## config.mk

```make
export PLATFORM = sky130hd
export DESIGN_NAME = jtag_dmi_apb_master
export DESIGN_NICKNAME = d
export VERILOG_FILES = /design/src/rtl/jtag_dmi_apb_master_pkg.sv /design/src/rtl/jtag_dmi_apb_master.sv
export SDC_FILE = /design/constraint.sdc
export NUM_CORES = 1
export LEC_CHECK = 0
export BUFFER_PORTS_ARGS = -buffer_cell sky130_fd_sc_hd__buf_2
export CORE_ASPECT_RATIO = 1.25
export CORE_MARGIN = 1
export CORE_UTILIZATION = 36
export CTS_CLUSTER_DIAMETER = 150
export DETAILED_ROUTE_END_ITERATION = 10
export GPL_ROUTABILITY_DRIVEN = 0
export RECOVER_POWER = 100
export SLEW_MARGIN = 30
export SYNTH_ARGS = -nofsm -noshare
export SYNTH_HDL_FRONTEND = slang
export SYNTH_SLANG_ARGS = --single-unit
```

## constraint.sdc

```tcl
create_clock -name TCK -period 2.1 [get_ports TCK]
set_input_delay 0.105 -clock TCK [delete_from_list [all_inputs] [get_ports TCK]]
set_output_delay 0.105 -clock TCK [all_outputs]
set_load 0.02 [all_outputs]
```

## src/rtl/jtag_dmi_apb_master_pkg.sv

```systemverilog
// Shared DMI op codes, sticky status codes and APB sequencer state encodings
// for the JTAG debug-module-interface APB master.
package jtag_dmi_apb_master_pkg;

    typedef enum logic [1:0] {
        DMI_OP_NOP   = 2'd0,
        DMI_OP_READ  = 2'd1,
        DMI_OP_WRITE = 2'd2,
        DMI_OP_RSVD  = 2'd3
    } dmi_op_e;

    typedef enum logic [1:0] {
        DMI_OK     = 2'd0,
        DMI_FAILED = 2'd2,
        DMI_BUSY   = 2'd3
    } dmi_status_e;

    typedef enum logic [1:0] {
        ST_IDLE   = 2'd0,
        ST_SETUP  = 2'd1,
        ST_ACCESS = 2'd2
    } apb_state_e;

endpackage

```

## src/rtl/jtag_dmi_apb_master.sv

```systemverilog
// APB master that turns one DMI request per dmi_transfer strobe into an APB
// SETUP/ACCESS cycle, with sticky completion status and a hung-slave timeout.
module jtag_dmi_apb_master
    import jtag_dmi_apb_master_pkg::*;
#(
    parameter int DWIDTH  = 32,
    parameter int AWIDTH  = 32,
    parameter int TIMEOUT = 255
) (
    input  logic              TCK,
    input  logic              TRST,
    input  logic              dmi_transfer,
    input  logic [1:0]        dmi_op_in,
    input  logic [AWIDTH-1:0] dmi_addr_in,
    input  logic [DWIDTH-1:0] dmi_wdata_in,
    input  logic              dmi_reset,
    output logic [DWIDTH-1:0] rd_data_out,
    output logic [1:0]        dmi_status,
    output logic              busy,
    output logic              PSEL,
    output logic              PENABLE,
    output logic              PWRITE,
    output logic [AWIDTH-1:0] PADDR,
    output logic [DWIDTH-1:0] PWDATA,
    input  logic [DWIDTH-1:0] PRDATA,
    input  logic              PREADY,
    input  logic              PSLVERR
);

    localparam int CW = $clog2(TIMEOUT + 1);
    localparam logic [CW-1:0] CNT_LAST = CW'(TIMEOUT - 1);
    localparam logic [CW-1:0] CNT_MAX  = CW'(TIMEOUT);

    apb_state_e        state_q, state_d;
    dmi_status_e       status_q, status_d;
    logic [CW-1:0]     cnt_q, cnt_d;
    logic [AWIDTH-1:0] addr_q, addr_d;
    logic [DWIDTH-1:0] wdata_q, wdata_d;
    logic [DWIDTH-1:0] rdata_q, rdata_d;
    logic              write_q, write_d;

    always_ff @(posedge TCK or negedge TRST) begin
        if (!TRST) begin
            state_q  <= ST_IDLE;
            status_q <= DMI_OK;
            cnt_q    <= '0;
            addr_q   <= '0;
            wdata_q  <= '0;
            rdata_q  <= '0;
            write_q  <= 1'b0;
        end else begin
            state_q  <= state_d;
            status_q <= status_d;
            cnt_q    <= cnt_d;
            addr_q   <= addr_d;
            wdata_q  <= wdata_d;
            rdata_q  <= rdata_d;
            write_q  <= write_d;
        end
    end

    always_comb begin
        state_d  = state_q;
        status_d = status_q;
        cnt_d    = cnt_q;
        addr_d   = addr_q;
        wdata_d  = wdata_q;
        rdata_d  = rdata_q;
        write_d  = write_q;

        case (state_q)
            ST_IDLE: begin
                if (dmi_transfer) begin
                    case (dmi_op_in)
                        DMI_OP_READ, DMI_OP_WRITE: begin
                            if (status_q == DMI_OK) begin
                                addr_d  = dmi_addr_in;
                                wdata_d = dmi_wdata_in;
                                write_d = (dmi_op_in == DMI_OP_WRITE);
                                cnt_d   = '0;
                                state_d = ST_SETUP;
                            end
                        end
                        DMI_OP_RSVD: status_d = DMI_FAILED;
                        default: ;
                    endcase
                end
            end
            ST_SETUP: state_d = ST_ACCESS;
            ST_ACCESS: begin
                // Saturate so a slow slave can never wrap the counter back to zero.
                if (cnt_q != CNT_MAX) begin
                    cnt_d = cnt_q + CW'(1);
                end
                if (PREADY) begin
                    state_d = ST_IDLE;
                    if (PSLVERR) begin
                        status_d = DMI_FAILED;
                    end else if (!write_q) begin
                        rdata_d = PRDATA;
                    end
                end else if (cnt_q == CNT_LAST) begin
                    state_d  = ST_IDLE;
                    status_d = DMI_FAILED;
                end
            end
            default: state_d = ST_IDLE;
        endcase

        // A strobe arriving mid-transfer is dropped; FAILED must never be downgraded to BUSY.
        if (dmi_transfer && (state_q != ST_IDLE) && (status_d != DMI_FAILED)) begin
            status_d = DMI_BUSY;
        end
        if (dmi_reset) begin
            status_d = DMI_OK;
        end
    end

    assign busy        = (state_q != ST_IDLE);
    assign PSEL        = (state_q != ST_IDLE);
    assign PENABLE     = (state_q == ST_ACCESS);
    assign PWRITE      = write_q;
    assign PADDR       = addr_q;
    assign PWDATA      = wdata_q;
    assign rd_data_out = rdata_q;
    assign dmi_status  = status_q;

endmodule

```

# --- Word level (Yosys, flattened, before mapping) ---
# Cells that the tools add are included.
word_totals:
  reg_bits: 109
  latch_bits: 0
  mem_bits_rw: 0
  romBits: 0
  in_bits: 104
  output_inout_bits: 102
  wordCells: 53
  memories: 0
classes:
  add_sub_neg: 1
  mul: 0
  div_mod_pow: 0
  magnitude_cmp: 0
  n_eq_ne: 13
  n_shift: 0
  mux: 19
  bitwise: 2
  n_reduce_logical: 11
ops:
  columns: ["operator", "count"]
  rows:
  - ["$mux W8", 4]
  - ["$mux W2", 12]
  - ["$pmux W8 S2", 1]
  - ["$reduce_and A4 Y1", 3]
  - ["$add A8 B1 Y8 const B", 1]
  - ["$eq A8 B8 Y1 const B", 1]
  - ["$ne A8 B8 Y1 const B", 1]
  - ["$eq A2 B2 Y1 const B", 3]
  - ["$ne A2 B2 Y1 const B", 3]
  - ["$pmux W2 S3", 1]
  - ["$reduce_and A5 Y1", 1]
  - ["$eq A2 B1 Y1 const B", 2]
  - ["$logic_not A2 Y1", 2]
  - ["$ne A2 B1 Y1 const B", 2]
  - ["$pmux W2 S2", 1]
  - ["$reduce_bool A2 Y1", 2]
  - ["$ne A3 B1 Y1 const B", 1]
  - ["$logic_and A1 B1 Y1", 2]
  - ["$not A1 Y1", 2]
  - ["$reduce_or A2 Y1", 1]

# --- Longest topological paths before layout ---
# Gate-level depths: netlist (run 1).
logic_depth:
  word_depth: 8
  depth_mapped: 8
  ltp_nobuf: 5

# --- Worst setup path after synthesis (run 1) ---
# No wires, ideal clock.
synth_path:
  kind: "register to register"
  from: "register status_q[0] (netlist: dmi_status[0])"
  to: "register wdata_q[20] (netlist: PWDATA[20])"
  setup_time_ps: 127
  arrival_time_ps: 1809
  required_time_ps: 1973
  setup_slack_ps: 163
  path_stages_with_launch: 7
  path_buffers: 3
  synth_period_minus_slack_ps: 1937
  cell_sequence: "dfrtp_1 -> or4b_1 -> buf_2 -> nor2_8 -> buf_8 -> buf_8 -> mux2_1"
synth_via:
  elab_chain_len: 2
synth_rtl:
  columns: ["element", "line", "text"]
  rows:
  - ["start, declared", "jtag_dmi_apb_master.sv:35", "dmi_status_e status_q, status_d;"]
  - ["start signal, assigned", "jtag_dmi_apb_master.sv:53", "status_q <= status_d;"]
  - ["$logic_not A2 Y1", "jtag_dmi_apb_master.sv:76", "if (status_q == DMI_OK) begin"]
  - ["$reduce_and A4 Y1 (no source line)", null, null]
  - ["end signal, assigned", "jtag_dmi_apb_master.sv:56", "wdata_q <= wdata_d;"]
  - ["end, declared", "jtag_dmi_apb_master.sv:38", "logic [DWIDTH-1:0] wdata_q, wdata_d;"]
# Every way passes these cells.
# A chain may end at the register's enable or synchronous reset.

# --- Worst setup path after layout (run 1) ---
layout_path:
  from: "register status_q[0] (netlist: dmi_status[0])"
  to: "register addr_q[22] (netlist: PADDR[22])"
layout_via:
  elab_chain_len: 2
layout_rtl:
  columns: ["element", "line", "text"]
  rows:
  - ["$logic_not A2 Y1", "jtag_dmi_apb_master.sv:76", null]
  - ["$reduce_and A4 Y1 (no source line)", null, null]
  - ["end signal, assigned", "jtag_dmi_apb_master.sv:55", "addr_q <= addr_d;"]
  - ["end, declared", "jtag_dmi_apb_master.sv:37", "logic [AWIDTH-1:0] addr_q, addr_d;"]
# Every way passes these cells.

==> run_results.csv, run 1 <==
group,metric,value,unit
status,status,"complete, no violations",
sta,tns,0,ns
grt,antenna_found_initial,0,
grt,grt_util_all_layers,18.4,%
sta,max_freq,513,MHz
yosys,mappedNetlistArea,4350,sq um
sta,timing.final.crit_share,92.9,%
routing,drc,0,
cells_and_area,fillers,1037,
worst_setup_path,cp_top_family,"simple AND/OR/NAND/NOR gates",
clock_network,cts_resized,0,
worst_setup_path,crit_chain,"or4b_1 > nor2_8 > buf_12 > mux2_2",
cells_and_area,area_growth,53.2,%
routing,ant_nets,0,
yosys,synthMostInstantiatedCell,"dfrtp_1",
hold_path,whs_path_depth,2,
routing,drtPass1Iterations,4,
worst_setup_path,rr_startpoint,"dmi_status[0]",
yosys,synth_mux_area_share,26.3,%
sta,worst_slew_pin_slew,0.897,ns
yosys,synth_top_family_by_area,"multiplexers",
cells_and_area,postLayoutCoreUtil,57.1,%
worst_setup_path,r2r_slack,0.15,ns
clock_network,numCtsBuffers,9,
sta,clock_skew,0.00695,ns
clock_network,clk_pin_slew,0.07,ns
die,start_util,37.3,%
yosys,async_flop_share,100,%
power_and_ir_drop,p_int,5.46,mW
yosys,synthAdderAreaFrac,1.15,%
power_and_ir_drop,vdd_drop_max,0.629,mV
yosys,yosys_warnings,0,
clock_network,cts_tree,"done",
yosys,synth_top_area_share,62.7,%
power_and_ir_drop,power.switching,3.55,mW
sta,fin_crit,1.95,ns
worst_setup_path,crit_buf_inv,1,
yosys,synth_flop_cell,"dfrtp_1",
sta,relSlewSlack,40.2,%
die,std_cell_rows,44,
die,io_pins,206,
yosys,synth_commonest_cells,"109 x dfrtp_1, 91 x mux2_2, 9 x o21ai_0",
worst_setup_path,start_kind,"flop",
routing,wl,11200,um
worst_setup_path,crit_path_end_kind,"flop",
sta,rsz0062_at_grt,"no",
grt,grt_pass1_vias,3693,
yosys,synth_seq_area_share,62.7,%
sta,fin_ws,0.150,ns
power_and_ir_drop,sw_frac_of_total,39.4,%
yosys,yosys_register_bits,109,
die,coreArea,11700,sq um
place,port_buffers,205,
hold_path,min_to,"PWDATA[12]",
clock_network,clock_latency,0.34,ns
power_and_ir_drop,pwr-share-seq,40.4,%
power_and_ir_drop,power_density,1350,nW/um^2
yosys,syn_nets,389,
hold_path,hold_class,"in -> reg",
worst_setup_path,worstSetupPathType,"reg -> reg",
grt,grt_pass1_wl,17900,um
hold_path,worstHoldStart,"dmi_wdata_in[12]",
cells_and_area,num_antenna_cells,0,
worst_setup_path,crit_arrival,2.17,ns
cells_and_area,nets,694,
place,dp_hpwl,7230,um
routing,dr_total_vias,3471,
flow_run,maxCapViolCount,0,
yosys,synth_top_cell_by_area,"dfrtp_1",
power_and_ir_drop,power_frac_clock,19.0,%
routing,avgRoutedWirePerCell,14.9,um
clock_network,htree_levels,3,
yosys,syn_area_per_cell,15.5,sq um
sta,slew_violations,0,
yosys,synth_compound_area_share,2.76,%
power_and_ir_drop,p_leak,3.02,nW
sta,hold_violations,0,
yosys,synthTopCellsByArea,"dfrtp_1 63%, mux2_2 24%, mux2_1 1.6%, ha_1 1.2%, mux2i_1 1.2%",
yosys,synth_edf_count,0,
yosys,synth-simple-area-share,4.11,%
worst_setup_path,r2r-end,"PADDR[22]",
yosys,synth-xor-area-share,0,%
worst_setup_path,path_max_fanout,38,
worst_setup_path,required,2.32,ns
routing,vias_per_cell,4.62,
clock_network,cts_buffer_depth,2,
worst_setup_path,critPathMaxStageDelay,0.65,ns
yosys,synth.distinct_cells,34,
die,dieArea,12500,sq um
die,die_x,100,um
grt,grt-ovfl-total,0,
routing,drt_iter0_drc,89,
place,post-place-ws,0.0795,ns
worst_setup_path,reg2reg_depth,4,
grt,grt_max_degree,59,
clock_network,clock_sinks,109,
die,die_h,125,um
yosys,netlist_instances,281,
clock_network,cts_root_buffer,"clkbuf_16",
cells_and_area,drive_gt1_share,36.7,%
sta,setup_violations,0,
worst_setup_path,slowest_stage,"or4b_1",
power_and_ir_drop,p_comb_share,40.5,%
==> worst reg2reg max path: cells and delay by family (launching register included) <==
family,cells,cell delay [ns]
AND/OR/NAND/NOR,2,0.80
flip-flops,1,0.40
multiplexers,1,0.40
buffers and inverters,1,0.23
==> cell families (layout without fill, tap and decap cells) <==
family | Yosys count | after routing
muxes | 102 | 102
adders and majority gates | 4 | 4
AOI/OAI and AO/OA | 19 | 19
buffers and inverters | 21 | 331
DFF | 109 | 109
and+or+nand+nor | 26 | 26
==> cells in the final DEF (no fill, tap or decap), drive strengths merged, types with 2 or more instances in the layout <==
| cell | instances |
|---|---|
| nor3 | 2 |
| ha | 4 |
| buf | 107 |
| dlygate4sd3 | 95 |
| nand2 | 2 |
| a31oi | 3 |
| mux2 | 97 |
| mux2i | 5 |
| nor4 | 2 |
| clkinv | 3 |
| and4 | 2 |
| a31o | 2 |
| nor2 | 2 |
| clkbuf | 117 |
| inv | 7 |
| o21ai | 9 |
| nor2b | 2 |
| and3 | 3 |
| dfrtp | 109 |
| nand3 | 4 |
==> how the worst max path moves through the flow <==
stage	startpoint	end	cells after the start
floorplan	dmi_status[0]	PWDATA[20]	6
global placement	dmi_op_in[0]	PADDR[1]	7
detailed placement	dmi_op_in[0]	PWDATA[3]	7
CTS	dmi_status[1]	PWDATA[3]	4
global route	state_q[0]	PADDR[22]	4
finish	dmi_status[0]	PADDR[22]	4
==> state kept, by name, indices dropped and copies added, names as in the netlist <==
register,count
PADDR,32
PWDATA,32
PWRITE,1
cnt_q,8
dmi_status,2
rd_data_out,32
state_q,2
==> metal layers <==
metal | up-vias | track usage [%] | part of all wire (%)
li1 | 1610 | - | -
met1 | 1698 | 19.5 | 38
met2 | 133 | 33.7 | 53
met3 | 30 | 3.03 | 5.0
met4 | 0 | 10.3 | 3.8
met5 | - | 0 | 0
==> layout make-up <==
class                   instances  area, sq um  share of cell area (%)
clock buffers                  11          243                    3.64
clock inverters                 5         60.1                   0.902
inverters                       7         26.3                   0.394
multi-input cells             151         1490                    22.4
flip-flops and latches        109         2730                    40.9
well taps                     161          201                    3.02
repair buffers                308         1910                    28.7
==> power groups by stage <==
stage	combinational (mW)	clock (mW)	sequential [mW]
6_report	3.65	1.72	3.64
4_1_cts	3.95	1.77	3.59
3_5_place_dp	3.82	0	3.62
3_3_place_gp	3.74	0	3.57
2_1_floorplan	1.22	0	4.78
5_1_grt	3.90	1.84	3.77
==> metrics by stage <==
| step | cell area [sq um] | hold WS (ns) | cells | power, mW |
|---|---|---|---|---|
| after CTS | 6810 | 0.000304 | 750 | 9.31 |
| after global routing | 6660 | 0.000394 | 752 | 9.51 |
| after global placement | 5570 | -0.0375 | 641 | 7.31 |
| after detailed placement | 5570 | -0.0377 | 641 | 7.43 |
| final | 6660 | 0.0111 | 752 | 9.01 |
| after floorplan | 4350 | -0.191 | 281 | 6.00 |
==> what timing repair did <==
action | in CTS | in global routing
setup buffers | 0 | 0
hold endpoints to repair | 162 | 2
hold buffers | 93 | 2
setup endpoints to repair | 0 | 0
Note: power is estimated with default switching activity, not from simulation.
==> run 2: changes to the inputs <==
- ABC_AREA: default -> 1
==> run 2 against run 1 <==
Global-route usage rose by 0.68 points; critical path depth rose by 3; die area rose by 5.1%; design area fell by 1.1%; flip-flop and latch count did not move; sequential share of layout area rose by 0.44 points; fmax rose by 11%; utilization fell by 3.4 points; setup slack improved by 0.19 ns; wire length rose by 10%; first-iteration DRC count rose by 87%; largest power group is now sequential cells.
==> run_results.csv, run 2 <==
group,metric,value,unit
worst_setup_path,reg2reg_depth,7,
status,status,"complete, no violations",
yosys,synth_commonest_cells,"261 x nand2_1, 109 x dfrtp_1, 47 x inv_1",
yosys,synth_seq_area_share,59.6,%
yosys,syn_area_per_cell,8.88,sq um
die,start_util,37.3,%
worst_setup_path,crit_chain,"ha_1 > inv_1 > nor2_1 > nand2_1 > a21oi_1 > clkbuf_1 > o21ai_0",
grt,grt_pass1_wl,19500,um
yosys,syn_nets,623,
routing,avgRoutedWirePerCell,12.8,um
routing,ant_nets,0,
clock_network,numCtsBuffers,9,
grt,grt-ovfl-total,0,
sta,tns,0,ns
sta,setup_violations,0,
sta,max_freq,568,MHz
die,coreArea,12300,sq um
yosys,yosys_warnings,0,
sta,hold_violations,0,
worst_setup_path,crit_path_end_kind,"flop",
worst_setup_path,slowest_stage,"dfrtp_1",
clock_network,cts_resized,0,
worst_setup_path,r2r-end,"cnt_q[7]",
power_and_ir_drop,p_leak,3.48,nW
worst_setup_path,crit_arrival,1.98,ns
clock_network,postCtsHoldBufs,82,
die,die_h,128,um
hold_path,whs_path_depth,3,
sta,timing.final.crit_share,83.8,%
sta,worst_slew_pin_slew,0.934,ns
worst_setup_path,path_max_fanout,6,
grt,grt_util_all_layers,19.1,%
cells_and_area,nets,907,
routing,wl,12400,um
clock_network,cts_root_buffer,"clkbuf_16",
clock_network,cts_tree,"done",
cells_and_area,fin_cells,967,
yosys,netlist_instances,515,
power_and_ir_drop,power_density,1350,nW/um^2
worst_setup_path,required,2.32,ns
clock_network,htree_levels,3,
clock_network,clk_pin_slew,0.07,ns
grt,grt_pass1_vias,4208,
die,std_cell_rows,45,
yosys,synth.distinct_cells,20,
place,port_buffers,205,
grt,grt_max_degree,65,
hold_path,hold_class,"in -> reg",
place,dp_hpwl,7950,um
yosys,synthMostInstantiatedCell,"nand2_1",
yosys,synthTopCellsByArea,"dfrtp_1 60%, nand2_1 21%, o21ai_2 6.1%, inv_1 3.9%, buf_6 1.7%",
routing,vias_per_cell,4.43,
sta,clock_skew,0.00745,ns
power_and_ir_drop,vdd_drop_max,0.709,mV
hold_path,worstHoldStart,"dmi_wdata_in[29]",
yosys,async_flop_share,100,%
yosys,synth_flop_cell,"dfrtp_1",
hold_path,min_to,"PWDATA[29]",
yosys,yosys_register_bits,109,
worst_setup_path,r2r_slack,0.34,ns
sta,slew_violations,0,
die,dieArea,13200,sq um
routing,dr_total_vias,4280,
yosys,mappedNetlistArea,4570,sq um
flow_run,maxCapViolCount,0,
routing,drt_iter0_drc,166,
worst_setup_path,rr_startpoint,"cnt_q[0]",
yosys,synth_edf_count,0,
clock_network,postCtsSetupRepairBufs,0,
cells_and_area,mostFrequentLayoutCells,"261 x nand2_1, 109 x dfrtp_1, 103 x buf_2, 103 x clkbuf_1, 82 x dlygate4sd3_1",
sta,relSlewSlack,37.7,%
clock_network,clock_sinks,109,
sta,fin_crit,1.76,ns
yosys,synth_top_area_share,59.6,%
cells_and_area,num_antenna_cells,0,
routing,drtPass1Iterations,4,
die,io_pins,206,
grt,antenna_found_initial,0,
worst_setup_path,start_kind,"flop",
clock_network,clock_latency,0.34,ns
place,place_inst,870,
yosys,synth_top_cell_by_area,"dfrtp_1",
worst_setup_path,worstSetupPathType,"reg -> reg",
cells_and_area,final_common_cell,"nand2_1",
worst_setup_path,critPathMaxStageDelay,0.43,ns
sta,rsz0062_at_grt,"no",
worst_setup_path,startpoint,"cnt_q[0]",
die,die_x,103,um
routing,drc,0,
cells_and_area,drive_gt1_share,16.6,%
cells_and_area,area_growth,44.1,%
clock_network,cts_buffer_depth,2,
run 2: cell types whose count changed after synthesis, sizes merged, moves of 5 or more:
cell / before / now
nand3: 4 / 9
o21ai: 9 / 40
mux2: 97 / 0
mux2i: 5 / 0
nor2: 2 / 13
inv: 7 / 48
buf: 13 / 18
nand2: 2 / 261
run 2: metal layers:
layer  vias up  global-route usage (%)  routed length, um
met3        13                    4.74                982
met2       174                    32.0               5900
met5         -                       0                  0
li1       2118                       -                  -
met1      1975                    23.2               5320
met4         0                    7.87                157
run 2: critical path: cells and delay by family, from the launching register on:
| kind | cells | cell delay (ns) |
|---|---|---|
| flip-flops | 1 | 0.43 |
| AO/OA/AOI/OAI | 2 | 0.41 |
| buffers and inverters | 2 | 0.29 |
| AND/OR/NAND/NOR | 2 | 0.27 |
| adder cells (fa/ha/maj) | 1 | 0.23 |
run 2: worst max-delay path by stage:
stage	to	slack (ns)
after floorplan	cnt_q[5]	0.61
after global placement	rd_data_out[16]	0.50
after detailed placement	rd_data_out[16]	0.45
after CTS	cnt_q[7]	0.42
after global routing	PWDATA[2]	0.14
final	cnt_q[7]	0.34
run 2: cells by family after synthesis:
| logic type | count (synthesis) | share of synthesized area (%) |
|---|---|---|
| xor+xnor | 2 | 0.383 |
| fa+ha+maj | 4 | 1.09 |
| compound gates | 45 | 7.61 |
| simple gates | 285 | 24.0 |
| buf+inv | 70 | 7.25 |
| flops | 109 | 59.6 |
run 2: metrics by stage:
step | power (mW) | worst slack [ns] | utilization [%] | hold slack [ns] | instance area, sq um
finish | 8.89 | 0.340 | 53.7 | 0.00789 | 6590
global route | 9.55 | 0.136 | 53.7 | 0.0139 | 6590
CTS | 9.37 | 0.420 | 55.9 | 0.00111 | 6870
detailed placement | 7.56 | 0.452 | 46.9 | 0.102 | 5760
global placement | 7.46 | 0.498 | 46.9 | 0.0984 | 5760
floorplan | 6.08 | 0.607 | - | -0.191 | 4570
run 2: power breakdown:
| group | leakage (nW) | switching, mW | internal, mW |
|---|---|---|---|
| Sequential | 1.37 | 0.594 | 3.08 |
| Combinational | 1.98 | 2.53 | 1.04 |
| Clock | 0.130 | 0.774 | 0.868 |
run 2: area by class of cell:
cell class                 instances  area, sq um
multi-input combinational        336         1410
clock buffer                      11          253
tap                              164          205
clock inverter                     4         31.3
timing repair buffer             295         1780
sequential                       109         2730
fill                            1233         5680
inverter                          48          180
